<file path="config.mk">
export PLATFORM = sky130hd
export DESIGN_NAME = pipelined_barrel_shifter
export DESIGN_NICKNAME = d
export VERILOG_FILES = /design/src/rtl/barrel_pkg.sv /design/src/rtl/shift_stage.sv /design/src/rtl/pipelined_barrel_shifter.sv
export SDC_FILE = /design/constraint.sdc
export NUM_CORES = 1
export LEC_CHECK = 0
export ABC_AREA = 1
export ABC_CLOCK_PERIOD_IN_PS = 2500
export BUFFER_PORTS_ARGS = -buffer_cell sky130_fd_sc_hd__buf_2
export CORE_MARGIN = 3
export CORE_UTILIZATION = 60
export DETAILED_ROUTE_END_ITERATION = 6
export PLACE_DENSITY = 0.86
export RECOVER_POWER = 100
export SLEW_MARGIN = 20
export SYNTH_ARGS = -nofsm -noshare
export SYNTH_HDL_FRONTEND = slang
export SYNTH_SLANG_ARGS = --single-unit
</file>
<file path="constraint.sdc">
create_clock -name clk -period 2.5 [get_ports clk]
set_input_delay 0.5 -clock clk [delete_from_list [all_inputs] [get_ports clk]]
set_output_delay 0.5 -clock clk [all_outputs]
set_load 0.05 [all_outputs]
</file>
<file path="src/rtl/barrel_pkg.sv">
// ----------------------------------------------------------------------------
// barrel_pkg
// Shared definitions for the pipelined barrel shifter.
//   - shift mode and direction encodings as they appear on the ports
//   - per-stage control payload (valid, dir, mode) carried along with the data
//   - shift_op_e / decode_op(): folds dir + mode into one shift operation
// Configuration macro: BARREL_ROTATE_EN. When it is undefined, decode_op()
// never produces a rotate operation, so mode 10 degrades to a logical shift.
// ----------------------------------------------------------------------------
package barrel_pkg;

   localparam logic [1:0] MODE_LOG = 2'b00;
   localparam logic [1:0] MODE_ARI = 2'b01;
   localparam logic [1:0] MODE_ROT = 2'b10;

   localparam logic DIR_L = 1'b0;
   localparam logic DIR_R = 1'b1;

   // Control part of the stage payload. The data and shamt fields depend on
   // WIDTH, so they are added by the stage module around this struct.
   typedef struct packed {
      logic       valid;
      logic       dir;
      logic [1:0] mode;
   } stage_ctrl_t;

   typedef enum logic [2:0] {
      OP_SLL,   // logical left (also arithmetic left)
      OP_SRL,   // logical right
      OP_SRA,   // arithmetic right
      OP_ROL,   // rotate left
      OP_ROR    // rotate right
   } shift_op_e;

   // Reserved mode 11 and arithmetic-left both collapse onto the logical ops.
   function automatic shift_op_e decode_op(input logic dir, input logic [1:0] mode);
      shift_op_e op;
      op = (dir == DIR_R) ? OP_SRL : OP_SLL;
      if (mode == MODE_ARI && dir == DIR_R) begin
         op = OP_SRA;
      end
`ifdef BARREL_ROTATE_EN
      if (mode == MODE_ROT) begin
         op = (dir == DIR_R) ? OP_ROR : OP_ROL;
      end
`endif
      return op;
   endfunction

endpackage : barrel_pkg

</file>
<file path="src/rtl/shift_stage.sv">
// ----------------------------------------------------------------------------
// shift_stage
// One log2 stage of the pipelined barrel shifter: shifts the incoming word by
// 2^STAGE when shamt[STAGE] is set, then registers the result together with
// the shamt, direction, mode and valid bit. The register only loads when
// advance is high, so a global stall freezes every stage at once.
// Configuration macro: BARREL_ROTATE_EN adds the wrap-around term per stage.
// Ports:
//   clk, rst_n        clock, asynchronous active-low reset
//   advance           pipeline enable (global stall when low)
//   data_d/shamt_d/
//   valid_d/dir_d/
//   mode_d            payload entering this stage
//   data_q/shamt_q/
//   valid_q/dir_q/
//   mode_q            registered payload leaving this stage
// ----------------------------------------------------------------------------
module shift_stage
   import barrel_pkg::*;
#(
   parameter int WIDTH   = 32,
   parameter int SHAMT_W = $clog2(WIDTH),
   parameter int STAGE   = 0
) (
   input  logic               clk,
   input  logic               rst_n,
   input  logic               advance,
   input  logic [WIDTH-1:0]   data_d,
   input  logic [SHAMT_W-1:0] shamt_d,
   input  logic               valid_d,
   input  logic               dir_d,
   input  logic [1:0]         mode_d,
   output logic [WIDTH-1:0]   data_q,
   output logic [SHAMT_W-1:0] shamt_q,
   output logic               valid_q,
   output logic               dir_q,
   output logic [1:0]         mode_q
);

   localparam int AMT = 1 << STAGE;

   typedef struct packed {
      logic [WIDTH-1:0]   data;
      logic [SHAMT_W-1:0] shamt;
      stage_ctrl_t        ctrl;
   } payload_t;

   shift_op_e        op;
   logic [WIDTH-1:0] shifted;
   payload_t         payload_q;

   // Arithmetic right shifts fill from the current MSB. Every earlier stage
   // either passed the word through or did an arithmetic right shift, both
   // of which keep the MSB, so the current MSB is still the operand's sign.
   always_comb begin
      // NOTE: defaults first so every path assigns op/shifted; a missing
      // assignment on any branch would otherwise infer a latch.
      op      = decode_op(dir_d, mode_d);
      shifted = data_d;
      if (shamt_d[STAGE]) begin
         case (op)
            OP_SRL:  shifted = data_d >> AMT;
            OP_SRA:  shifted = $signed(data_d) >>> AMT;
`ifdef BARREL_ROTATE_EN
            OP_ROL:  shifted = (data_d << AMT) | (data_d >> (WIDTH - AMT));
            OP_ROR:  shifted = (data_d >> AMT) | (data_d << (WIDTH - AMT));
`endif
            default: shifted = data_d << AMT;
         endcase
      end
   end

   always_ff @(posedge clk or negedge rst_n) begin
      if (!rst_n) begin
         // NOTE: the data field is reset as well even though it is
         // don't-care while invalid, so out_data reads 0 out of reset.
         payload_q <= '0;
      end else if (advance) begin
         // NOTE: non-blocking so every stage samples its neighbour's old value.
         payload_q <= '{data:  shifted,
                        shamt: shamt_d,
                        ctrl:  '{valid: valid_d, dir: dir_d, mode: mode_d}};
      end
   end

   assign data_q  = payload_q.data;
   assign shamt_q = payload_q.shamt;
   assign valid_q = payload_q.ctrl.valid;
   assign dir_q   = payload_q.ctrl.dir;
   assign mode_q  = payload_q.ctrl.mode;

endmodule : shift_stage

</file>
<file path="src/rtl/pipelined_barrel_shifter.sv">
// ----------------------------------------------------------------------------
// pipelined_barrel_shifter
// WIDTH-bit bidirectional barrel shifter with logical, arithmetic and rotate
// modes, built as SHAMT_W register stages (one log2 shift step per stage)
// behind a valid/ready stream interface. The whole pipeline advances together:
// when the output holds an unaccepted result, every stage holds.
// Configuration macro: BARREL_ROTATE_EN (undefined: mode 10 is a logical shift
// and no wrap-around logic is built).
// Ports:
//   clk        clock, rising edge
//   rst_n      asynchronous active-low reset; discards all in-flight ops
//   in_valid   operation valid
//   in_ready   operation accepted this cycle when in_valid is also high
//   in_data    operand
//   in_shamt   shift amount 0..WIDTH-1
//   in_dir     0 = left, 1 = right
//   in_mode    00 logical, 01 arithmetic, 10 rotate, 11 reserved (logical)
//   out_valid  result valid
//   out_ready  downstream accepts the result
//   out_data   shifted result, held while out_valid && !out_ready
// Latency SHAMT_W cycles, throughput one op per cycle.
// ----------------------------------------------------------------------------
module pipelined_barrel_shifter
   import barrel_pkg::*;
#(
   parameter int WIDTH   = 32,
   parameter int SHAMT_W = $clog2(WIDTH)
) (
   input  logic               clk,
   input  logic               rst_n,
   input  logic               in_valid,
   output logic               in_ready,
   input  logic [WIDTH-1:0]   in_data,
   input  logic [SHAMT_W-1:0] in_shamt,
   input  logic               in_dir,
   input  logic [1:0]         in_mode,
   output logic               out_valid,
   input  logic               out_ready,
   output logic [WIDTH-1:0]   out_data
);

   logic advance;

   // Index 0 is the unregistered input; index k+1 is the register of stage k.
   logic [WIDTH-1:0]   data_pipe  [SHAMT_W+1];
   logic [SHAMT_W-1:0] shamt_pipe [SHAMT_W+1];
   logic               valid_pipe [SHAMT_W+1];
   logic               dir_pipe   [SHAMT_W+1];
   logic [1:0]         mode_pipe  [SHAMT_W+1];

   // Only the last stage can block; bubbles inside the pipe are not squeezed
   // out, so a single enable for all stages is enough.
   assign advance  = !out_valid || out_ready;
   assign in_ready = advance;

   // The input valid can feed stage 0 directly: whenever advance is low the
   // stage register does not load, so an unaccepted op never enters.
   assign data_pipe[0]  = in_data;
   assign shamt_pipe[0] = in_shamt;
   assign valid_pipe[0] = in_valid;
   assign dir_pipe[0]   = in_dir;
   assign mode_pipe[0]  = in_mode;

   for (genvar k = 0; k < SHAMT_W; k++) begin : g_stage
      shift_stage #(
         .WIDTH   (WIDTH),
         .SHAMT_W (SHAMT_W),
         .STAGE   (k)
      ) u_stage (
         .clk     (clk),
         .rst_n   (rst_n),
         .advance (advance),
         .data_d  (data_pipe[k]),
         .shamt_d (shamt_pipe[k]),
         .valid_d (valid_pipe[k]),
         .dir_d   (dir_pipe[k]),
         .mode_d  (mode_pipe[k]),
         .data_q  (data_pipe[k+1]),
         .shamt_q (shamt_pipe[k+1]),
         .valid_q (valid_pipe[k+1]),
         .dir_q   (dir_pipe[k+1]),
         .mode_q  (mode_pipe[k+1])
      );
   end

   assign out_valid = valid_pipe[SHAMT_W];
   assign out_data  = data_pipe[SHAMT_W];

   // A stalled result must stay put until it is taken.
   a_hold_on_stall : assert property (
      @(posedge clk) disable iff (!rst_n)
      (out_valid && !out_ready) |=> (out_valid && $stable(out_data))
   );

   // Nothing may be accepted while the output is blocked.
   a_no_accept_on_stall : assert property (
      @(posedge clk) disable iff (!rst_n)
      (out_valid && !out_ready) |-> !in_ready
   );

endmodule : pipelined_barrel_shifter

</file>
==> impl_metrics.env, run 1 <==
export IMPL_grt_total_usage_pct=25.9
export IMPL_netlist_top_cells_count="nand2_1, inv_1, nor2_1"
export IMPL_fp_dieH_um=141
export IMPL_coreArea_sq_mm=0.0175
export IMPL_critical_path_class="flip-flop to output pin"
export IMPL_grt_pass1_wl_um=42900
export IMPL_grt_pass1_vias=8976
export IMPL_hold_path_class="input pin to flip-flop"
export IMPL_cts_tree="built"
export IMPL_worstRegToRegCells=4
export IMPL_crit_path_end_kind="output pin"
export IMPL_min_period_over_period_pct=85.3
export IMPL_drc=0
export IMPL_clock_path_buffers=2
export IMPL_cts_sinks=187
export IMPL_p_leak_nw=6.57
export IMPL_antenna_found_initial=0
export IMPL_dp_hpwl_um=17100
export IMPL_syn2layout_area_growth_pct=6.23
export IMPL_synth_seq_cells=187
export IMPL_start_kind="flip-flop"
export IMPL_die_area_sq_mm=0.0198
export IMPL_cts_setup_buffers=0
export IMPL_path_max_fanout=42
export IMPL_hold_path_endpoint="g_stage[0].u_stage.shamt_q[2]$_DFFE_PN0P_"
export IMPL_tightest_slew_ns=1.75
export IMPL_yosysTopAreaCell="dfrtp_1"
export IMPL_yosysTopAreaCellShare_pct=42.9
export IMPL_clkTransAtPathRegs_ns=0.07
export IMPL_gp_congestion=0.837
export IMPL_cts_resized_gates=0
export IMPL_cts_root_buf="clkbuf_16"
export IMPL_crit_chain="nand2_8 -> clkbuf_1"
export IMPL_seq_area_frac_synth_pct=42.9
export IMPL_vdd_drop_max_v=0.000987
export IMPL_reg2reg_to="g_stage[2].u_stage.data_q[20]$_DFFE_PN0P_"
export IMPL_wl_um=25200
export IMPL_insertion_delay_ns=0.45
export IMPL_timing_slew_headroom_pct=-17.0
export IMPL_dpl_cell_count=1853
export IMPL_n_antenna_cell=0
export IMPL_initial_core_util_pct=62.2
export IMPL_dr_wl_met3_um=1460
export IMPL_synth_nets=1708
export IMPL_max_freq_ghz=0.469
export IMPL_r2r_slack_ns=0.48
export IMPL_yosysUniqueCellTypes=15
export IMPL_finalSetupTns_ns=0
export IMPL_htree_levels=4
export IMPL_maxSlewViolCount=65
export IMPL_final_hold_viol_count=0
export IMPL_ys_flop_type="dfrtp_1"
export IMPL_fillers=1529
export IMPL_dr_wl_met2_um=12000
export IMPL_hold_depth=3
export IMPL_num_vias=9950
export IMPL_ant_nets=0
export IMPL_pre_cts_slack_ns=0.674
export IMPL_critPathArrivalTime_ns=1.63
export IMPL_status="finished, violations left"
export IMPL_drive_gt1_share_pct=6.02
export IMPL_finalNonFillerCells=1885
export IMPL_rsz0062_at_grt="no"
export IMPL_syn_area_per_cell_sq_um=6.56
export IMPL_syn_inst=1664
export IMPL_slowest_stage="clkbuf_1"
export IMPL_firstDrtPassIters=6
export IMPL_p_per_area_mw_per_mm2=1350
export IMPL_drtIter0Drc=887
export IMPL_port_buffers=77
export IMPL_pin_count=78
export IMPL_drt_met1_wl_um=11000
export IMPL_async_reset_ff_share_pct=100
export IMPL_synth_area_top_cells="dfrtp_1, nand2_1, inv_1"
export IMPL_num_rows=48
export IMPL_r2r_start="g_stage[4].u_stage.valid_q$_DFFE_PN0P_"
export IMPL_cp_slowest_stage_delay_ns=0.50
export IMPL_synth_most_common_cell="nand2_1"
export IMPL_setup_violations=0
export IMPL_cts_hold_buffers=0
export IMPL_viasPerCell=5.28
export IMPL_overflow=0
export IMPL_violations="max-capacitance violations, max-slew violations"
export IMPL_synth_edf_count=0
export IMPL_setup_slack_ns=0.368
export IMPL_wl_per_cell_um=13.4
export IMPL_finalCriticalPeriod_ns=2.13
export IMPL_grt_max_degree=162
export IMPL_drv_cap=1
export IMPL_fin_skew_ns=0.0111
export IMPL_synth_area_sq_mm=0.0109
export IMPL_critPathRequiredTime_ns=2.00
export IMPL_cts_made_buffers=17
export IMPL_hold_start="in_shamt[2]"
export IMPL_fp_dieW_um=141
export IMPL_synth_warnings=0
export IMPL_nets=1691
export IMPL_routed_top_layer="met4"
[where the power goes]
part | leakage (nW) | internal (W) | switching (W)
registers | 2.19 | 0.00448 | 0.00131
logic | 4.09 | 0.00219 | 0.00493
clock network | 0.289 | 0.00144 | 0.00131
total | 6.57 | 0.00811 | 0.00756
[worst max path at each step]
stage,start,to,cells past startpoint
floorplan,g_stage[4].u_stage.valid_q$_DFFE_PN0P_,in_ready,3
global placement,out_ready,g_stage[4].u_stage.data_q[14]$_DFFE_PN0P_,6
detailed placement,out_ready,g_stage[1].u_stage.data_q[22]$_DFFE_PN0P_,7
CTS,g_stage[4].u_stage.valid_q$_DFFE_PN0P_,in_ready,2
global route,rst_n,g_stage[0].u_stage.data_q[25]$_DFFE_PN0P_,2
finish,g_stage[4].u_stage.valid_q$_DFFE_PN0P_,in_ready,2
[logic make-up after synthesis]
logic type / Yosys count / share of synthesized area [%]
DFF: 187 / 42.9
AOI/OAI and AO/OA: 175 / 8.38
and+or+nand+nor: 924 / 33.4
buffers and inverters: 378 / 15.3
[cell usage in the layout (no fill, tap or decap), types with 2 or more instances in the layout]
cell type   instances
clkbuf_16          17
nand3_1           133
a31oi_1            31
buf_12              4
inv_2               4
a21oi_1           125
nand2_1           597
inv_1             239
clkbuf_2            2
inv_6               4
dfrtp_1           187
buf_4              12
buf_2              42
clkbuf_1           37
inv_8               6
clkinvlp_4          2
o21ai_0            19
nor2_1            192
[state kept, by name (all words and copies together) (netlist names)]
name / count
g_stage.u_stage.dir_q: 4
g_stage.u_stage.mode_q: 8
g_stage.u_stage.shamt_q: 10
g_stage.u_stage.valid_q: 5
g_stage.u_stage.data_q: 160
[through the flow]
stage / hold WS (ns) / total power, W / util [%] / cell area (sq um)
2_1_floorplan: 0.204 / 0.0116 / - / 10900
3_3_place_gp: 0.441 / 0.0127 / 63.1 / 11100
3_5_place_dp: 0.438 / 0.0129 / 63.1 / 11100
4_1_cts: 0.0828 / 0.0157 / 66.6 / 11700
5_1_grt: 0.275 / 0.0170 / 66.1 / 11600
6_report: 0.271 / 0.0157 / 66.1 / 11600
[critical path: cells and delay by family, from the launching register on]
family | cells | cell delay [ns]
buf+inv | 1 | 0.50
flops | 1 | 0.44
simple gates | 1 | 0.25
[final cells by class]
cell class	instances	area, sq um	area share, %
well taps	225	282	2.43
inverters	243	912	7.87
flip-flops and latches	187	4680	40.4
multi-input cells	1099	4570	39.4
repair buffers	99	548	4.73
clock buffers	17	425	3.67
clock inverters	15	173	1.49
[per-layer routing]
metal,GRT usage (%),vias to the layer above
li1,-,4974
met1,35.2,4544
met2,42.4,379
met3,3.83,53
met4,9.84,0
met5,0,-
(Power assumes the default switching activity.)
==> run 2: changes to the inputs <==
--- a/config.mk
+++ b/config.mk
@@ -10,7 +10,9 @@
 export BUFFER_PORTS_ARGS = -buffer_cell sky130_fd_sc_hd__buf_2
 export CORE_MARGIN = 3
 export CORE_UTILIZATION = 60
+export CTS_BUF_LIST = sky130_fd_sc_hd__clkbuf_2
 export DETAILED_ROUTE_END_ITERATION = 6
+export MAX_ROUTING_LAYER = met4
 export PLACE_DENSITY = 0.86
 export RECOVER_POWER = 100
 export SLEW_MARGIN = 20
==> run 2 against run 1 <==
- the flow finishes with violations (design-rule violations, max-capacitance violations, max-slew violations)
- non-clock buffer count rose by 49
- sequential cell count did not move
- hold slack got worse by 0.20 ns
- clock-buffer cell count did not move
- via count rose by 1.5%
- combinational power rose by 2%
- total power fell by 5.5%
- clock skew rose by 0.038 ns
- register-to-register slack got worse by 0.20 ns
- critical path depth did not move
- routed wire length rose by 1.6%
- largest cell class unchanged
==> impl_metrics.env, run 2 (same netlist as run 1, synthesis figures left out) <==
export IMPL_timing_slew_headroom_pct=-6.47
export IMPL_critical_path_class="flip-flop to output pin"
export IMPL_final_hold_viol_count=0
export IMPL_vdd_drop_max_v=0.000843
export IMPL_dp_hpwl_um=17000
export IMPL_violations="design-rule violations, max-capacitance violations, max-slew violations"
export IMPL_grt_total_usage_pct=27.3
export IMPL_cts_setup_buffers=0
export IMPL_insertion_delay_ns=0.78
export IMPL_status="finished, violations left"
export IMPL_pre_cts_slack_ns=0.704
export IMPL_path_max_fanout=20
export IMPL_htree_levels=4
export IMPL_drv_cap=1
export IMPL_clkTransAtPathRegs_ns=0.26
export IMPL_start_kind="flip-flop"
export IMPL_wl_per_cell_um=13.3
export IMPL_tightest_slew_ns=1.60
export IMPL_num_vias=10098
export IMPL_cts_root_buf="clkbuf_2"
export IMPL_firstDrtPassIters=7
export IMPL_finalCriticalPeriod_ns=2.24
export IMPL_drc=2
export IMPL_num_rows=48
export IMPL_hold_worst_slack_ns=0.0734
export IMPL_post_route_util_pct=67.2
export IMPL_p_total_w=0.0148
export IMPL_overflow=0
export IMPL_fin_skew_ns=0.0492
export IMPL_max_freq_ghz=0.446
export IMPL_fp_dieW_um=141
export IMPL_critPathArrivalTime_ns=1.74
export IMPL_finalSetupTns_ns=0
export IMPL_wl_um=25600
export IMPL_clock_path_buffers=2
export IMPL_drive_gt1_share_pct=6.03
export IMPL_cts_sinks=187
export IMPL_cts_tree="built"
export IMPL_setup_slack_ns=0.256
export IMPL_final_common_cell="nand2_1"
export IMPL_nets=1740
export IMPL_grt_max_degree=166
export IMPL_rsz0062_at_grt="no"
export IMPL_grt_pass1_wl_um=44000
export IMPL_cts_made_buffers=17
export IMPL_antenna_found_initial=1
export IMPL_worstSetupEndpoint="in_ready"
export IMPL_layout_common_cells="nand2_1, inv_1, nor2_1, dfrtp_1, nand3_1"
export IMPL_r2r_slack_ns=0.28
export IMPL_grt_pass1_vias=9417
export IMPL_maxSlewViolCount=60
export IMPL_viasPerCell=5.22
export IMPL_critPathRequiredTime_ns=2.00
export IMPL_die_area_sq_mm=0.0198
export IMPL_hold_path_class="input pin to flip-flop"
export IMPL_drtIter0Drc=1045
export IMPL_crit_path_end_kind="output pin"
export IMPL_cts_resized_gates=0
export IMPL_fp_dieH_um=141
export IMPL_cts_hold_buffers=49
export IMPL_largest_reg_flops=160
export IMPL_worstRegToRegCells=6
export IMPL_p_per_area_mw_per_mm2=1260
export IMPL_reg2reg_to="g_stage[3].u_stage.data_q[27]$_DFFE_PN0P_"
export IMPL_initial_core_util_pct=62.2
export IMPL_syn2layout_area_growth_pct=8.10
export IMPL_setup_violations=0
export IMPL_r2r_start="g_stage[4].u_stage.valid_q$_DFFE_PN0P_"
export IMPL_ant_nets=0
export IMPL_p_leak_nw=6.68
export IMPL_gp_congestion=0.888
export IMPL_coreArea_sq_mm=0.0175
export IMPL_critPathLaunch="g_stage[4].u_stage.valid_q$_DFFE_PN0P_"
export IMPL_min_period_over_period_pct=89.8
export IMPL_port_buffers=77
export IMPL_pin_count=78
run 2: cell types whose count changed in the layout (fill, tap and decap cells not counted), moves of 2 or more:
cell / previous run / this run
clkbuf_2: 2 / 23
bufinv_16: 1 / 5
clkbuf_16: 17 / 0
clkinv_2: 0 / 2
clkbuf_1: 37 / 33
inv_8: 6 / 0
dlygate4sd3_1: 0 / 49
run 2: worst min-delay path by stage:
stage                                                       from                                        end  depth (start not counted)
after global routing                                 in_data[31]  g_stage[0].u_stage.data_q[31]$_DFFE_PN0P_                          5
after detailed placement  g_stage[3].u_stage.valid_q$_DFFE_PN0P_     g_stage[4].u_stage.valid_q$_DFFE_PN0P_                          2
after CTS                                            in_data[29]  g_stage[0].u_stage.data_q[29]$_DFFE_PN0P_                          5
after global placement    g_stage[3].u_stage.valid_q$_DFFE_PN0P_     g_stage[4].u_stage.valid_q$_DFFE_PN0P_                          2
final                                                in_data[28]  g_stage[0].u_stage.data_q[28]$_DFFE_PN0P_                          5
after floorplan                                            rst_n   g_stage[0].u_stage.data_q[0]$_DFFE_PN0P_                          0
run 2: routing by layer:
layer	wire length [um]	vias up	global-route usage [%]	share of wire, %
met2	12400	352	44.0	48
met1	11400	4640	36.0	44
met4	553	0	8.11	2.2
met5	0	-	-	0
met3	1340	43	4.38	5.2
li1	-	5063	-	-
run 2: stage by stage:
step | instances | instance area (sq um)
6_report | 1934 | 11800
5_1_grt | 1934 | 11800
4_1_cts | 1933 | 11900
3_5_place_dp | 1853 | 11100
3_3_place_gp | 1853 | 11100
2_1_floorplan | 1664 | 10900
run 2: layout make-up:
cell class	instances	area, sq um
multi-input combinational	1099	4570
timing repair buffer	148	1040
clock buffer	17	85.1
antenna	1	2.50
tap	225	282
sequential	187	4680
fill	1585	5750
inverter	243	912
clock inverter	14	218
run 2: power by group:
part           switching, W  internal [W]
sequential          0.00128       0.00445
combinational       0.00496       0.00229
clock               0.00106      0.000758
total               0.00730       0.00751
run 2: worst max-delay path, cell delays in order (launching register included):
cell,delay [ns]
dfrtp_1,0.50
nand2_8,0.17
clkbuf_2,0.31
==> run 3: changes to the inputs <==
--- a/config.mk
+++ b/config.mk
@@ -8,7 +8,6 @@
 export ABC_AREA = 1
 export ABC_CLOCK_PERIOD_IN_PS = 2500
 export BUFFER_PORTS_ARGS = -buffer_cell sky130_fd_sc_hd__buf_2
-export CORE_MARGIN = 3
 export CORE_UTILIZATION = 60
 export CTS_BUF_LIST = sky130_fd_sc_hd__clkbuf_2
 export DETAILED_ROUTE_END_ITERATION = 6
==> run 3 against run 2 <==
- the flow finishes with violations (max-capacitance violations, max-slew violations)
- total power fell by 2.2%
- via count fell by 0.90%
- sequential cell count did not move
- sequential share of layout area rose by 0.94 points
- cell count fell by 0.88%
- highest routed layer unchanged
- largest cell class unchanged
- core utilization fell by 1.6 points
- clock skew fell by 0.032 ns
- design area fell by 2.3%
- critical path depth did not move
- clock-buffer cell count rose by 2
==> impl_metrics.env, run 3 (same netlist as run 1, synthesis figures left out) <==
export IMPL_slowest_stage="dfrtp_1"
export IMPL_final_common_cell="nand2_1"
export IMPL_firstDrtPassIters=6
export IMPL_ant_nets=0
export IMPL_clkTransAtPathRegs_ns=0.25
export IMPL_path_max_fanout=26
export IMPL_fp_dieW_um=137
export IMPL_cts_made_buffers=17
export IMPL_cts_sinks=187
export IMPL_final_hold_viol_count=0
export IMPL_initial_core_util_pct=62.2
export IMPL_drv_cap=1
export IMPL_setup_violations=0
export IMPL_rsz0062_at_grt="no"
export IMPL_num_vias=10007
export IMPL_finalNonFillerCells=1917
export IMPL_syn2layout_area_growth_pct=5.59
export IMPL_fp_dieH_um=137
export IMPL_tightest_slew_ns=1.58
export IMPL_final_area_sq_mm=0.0115
export IMPL_htree_levels=4
export IMPL_grt_pass1_wl_um=42400
export IMPL_grtUsageMet2_pct=45.2
export IMPL_min_period_over_period_pct=93.4
export IMPL_crit_chain="nand2_8 -> clkbuf_2"
export IMPL_grt_busiest_layer="met2"
export IMPL_nets=1723
export IMPL_p_leak_nw=6.55
export IMPL_hold_path_class="input pin to flip-flop"
export IMPL_critPathArrivalTime_ns=1.83
export IMPL_violations="max-capacitance violations, max-slew violations"
export IMPL_grtUsageMet3_pct=4.11
export IMPL_grt_pass1_vias=8924
export IMPL_largest_reg_flops=160
export IMPL_drc=0
export IMPL_fillers=1558
export IMPL_crit_path_end_kind="output pin"
export IMPL_grt_max_degree=153
export IMPL_cp_slowest_stage_delay_ns=0.54
export IMPL_status="finished, violations left"
export IMPL_clock_path_buffers=2
export IMPL_grt_total_usage_pct=29.3
export IMPL_timing_slew_headroom_pct=-5.32
export IMPL_postPlaceCellArea_sq_mm=0.0111
export IMPL_p_total_w=0.0145
export IMPL_drtIter0Drc=918
export IMPL_pin_count=78
export IMPL_insertion_delay_ns=0.78
export IMPL_overflow=0
export IMPL_viasPerCell=5.22
export IMPL_cts_tree="built"
export IMPL_antenna_found_initial=1
export IMPL_maxSlewViolCount=62
export IMPL_finalCriticalPeriod_ns=2.33
export IMPL_worst_path_buf_inv=1
export IMPL_vdd_drop_max_v=0.000915
export IMPL_wl_per_cell_um=13.1
export IMPL_wl_um=25000
export IMPL_gp_congestion=0.872
export IMPL_fin_skew_ns=0.0171
export IMPL_critPathTopFamily="flip-flops"
export IMPL_dp_hpwl_um=16600
export IMPL_layout_common_cells="nand2_1, inv_1, nor2_1, dfrtp_1, nand3_1"
export IMPL_cts_resized_gates=0
export IMPL_start_kind="flip-flop"
export IMPL_critPathRequiredTime_ns=2.00
export IMPL_num_rows=48
export IMPL_port_buffers=77
export IMPL_max_freq_ghz=0.428
export IMPL_coreArea_sq_mm=0.0175
export IMPL_drive_gt1_share_pct=6.15
export IMPL_p_per_area_mw_per_mm2=1260
export IMPL_critical_path_class="flip-flop to output pin"
export IMPL_die_area_sq_mm=0.0187
export IMPL_use_met1_pct=39.0
export IMPL_cts_root_buf="clkbuf_2"
export IMPL_dpl_cell_count=1852
export IMPL_finalSetupTns_ns=0
-- run 3: cell count changes in the layout (fill, tap and decap cells not counted), moves of 2 or more --
cell	previous run	this run
dlygate4sd3_1	49	32
bufinv_16	5	3
buf_12	4	1
clkbuf_2	23	26
inv_6	3	1
clkbuf_4	0	2
-- run 3: final timing paths --
kind | slack (ns) | cells after the start | end | start
max | 0.17 | 2 | in_ready | g_stage[4].u_stage.valid_q$_DFFE_PN0P_
min | 0.05 | 5 | g_stage[0].u_stage.data_q[1]$_DFFE_PN0P_ | in_data[1]
max reg2reg | 0.20 | 5 | g_stage[1].u_stage.data_q[13]$_DFFE_PN0P_ | g_stage[4].u_stage.valid_q$_DFFE_PN0P_
min reg2reg | 0.49 | 2 | g_stage[4].u_stage.valid_q$_DFFE_PN0P_ | g_stage[3].u_stage.valid_q$_DFFE_PN0P_
max in group asynchronous | 0.47 | 3 | g_stage[1].u_stage.data_q[17]$_DFFE_PN0P_ | rst_n
min in group asynchronous | 0.62 | 2 | g_stage[3].u_stage.mode_q[1]$_DFFE_PN0P_ | rst_n
-- run 3: per-stage QoR --
stage                     utilization [%]  setup WS, ns  hold slack (ns)
after floorplan                         -         0.724            0.204
after global placement               63.2         0.703            0.437
after detailed placement             63.2         0.662            0.446
after CTS                            66.4        0.0500         0.000111
after global routing                 65.7        0.0145           0.0110
final                                65.7         0.165           0.0537
-- run 3: routing by layer --
metal | vias to the layer above | wire, um
met2 | 351 | 11600
met5 | - | 0
met4 | 0 | 754
met3 | 51 | 1270
met1 | 4564 | 11400
li1 | 5041 | -
-- run 3: worst register-to-register path: stages (launching register included) --
cell,delay (ns)
dfrtp_1,0.54
nand2_8,0.21
buf_4,1.02
nand2_1,0.27
inv_1,0.12
a21oi_1,0.07
-- run 3: where the power goes --
part	internal, W	switching [W]
clock network	0.000555	0.00103
logic	0.00222	0.00489
registers	0.00445	0.00133
-- run 3: what timing repair did --
| item | CTS | global route |
|---|---|---|
| endpoints found under the hold margin | 89 | 0 |
| setup endpoints to repair | 0 | 1 |
| hold buffers | 32 | 0 |
| setup buffers | 0 | 0 |
-- run 3: layout make-up --
cell class                      count  area, sq um  area share, %
Inverter                          243          912           7.92
Multi-Input combinational cell   1100         4570           39.7
Tap cell                          225          282           2.44
Sequential cell                   187         4680           40.6
Clock buffer                       19         95.1          0.826
Antenna cell                        1         2.50         0.0217
Timing Repair Buffer              130          826           7.17
Clock inverter                     12          149           1.29
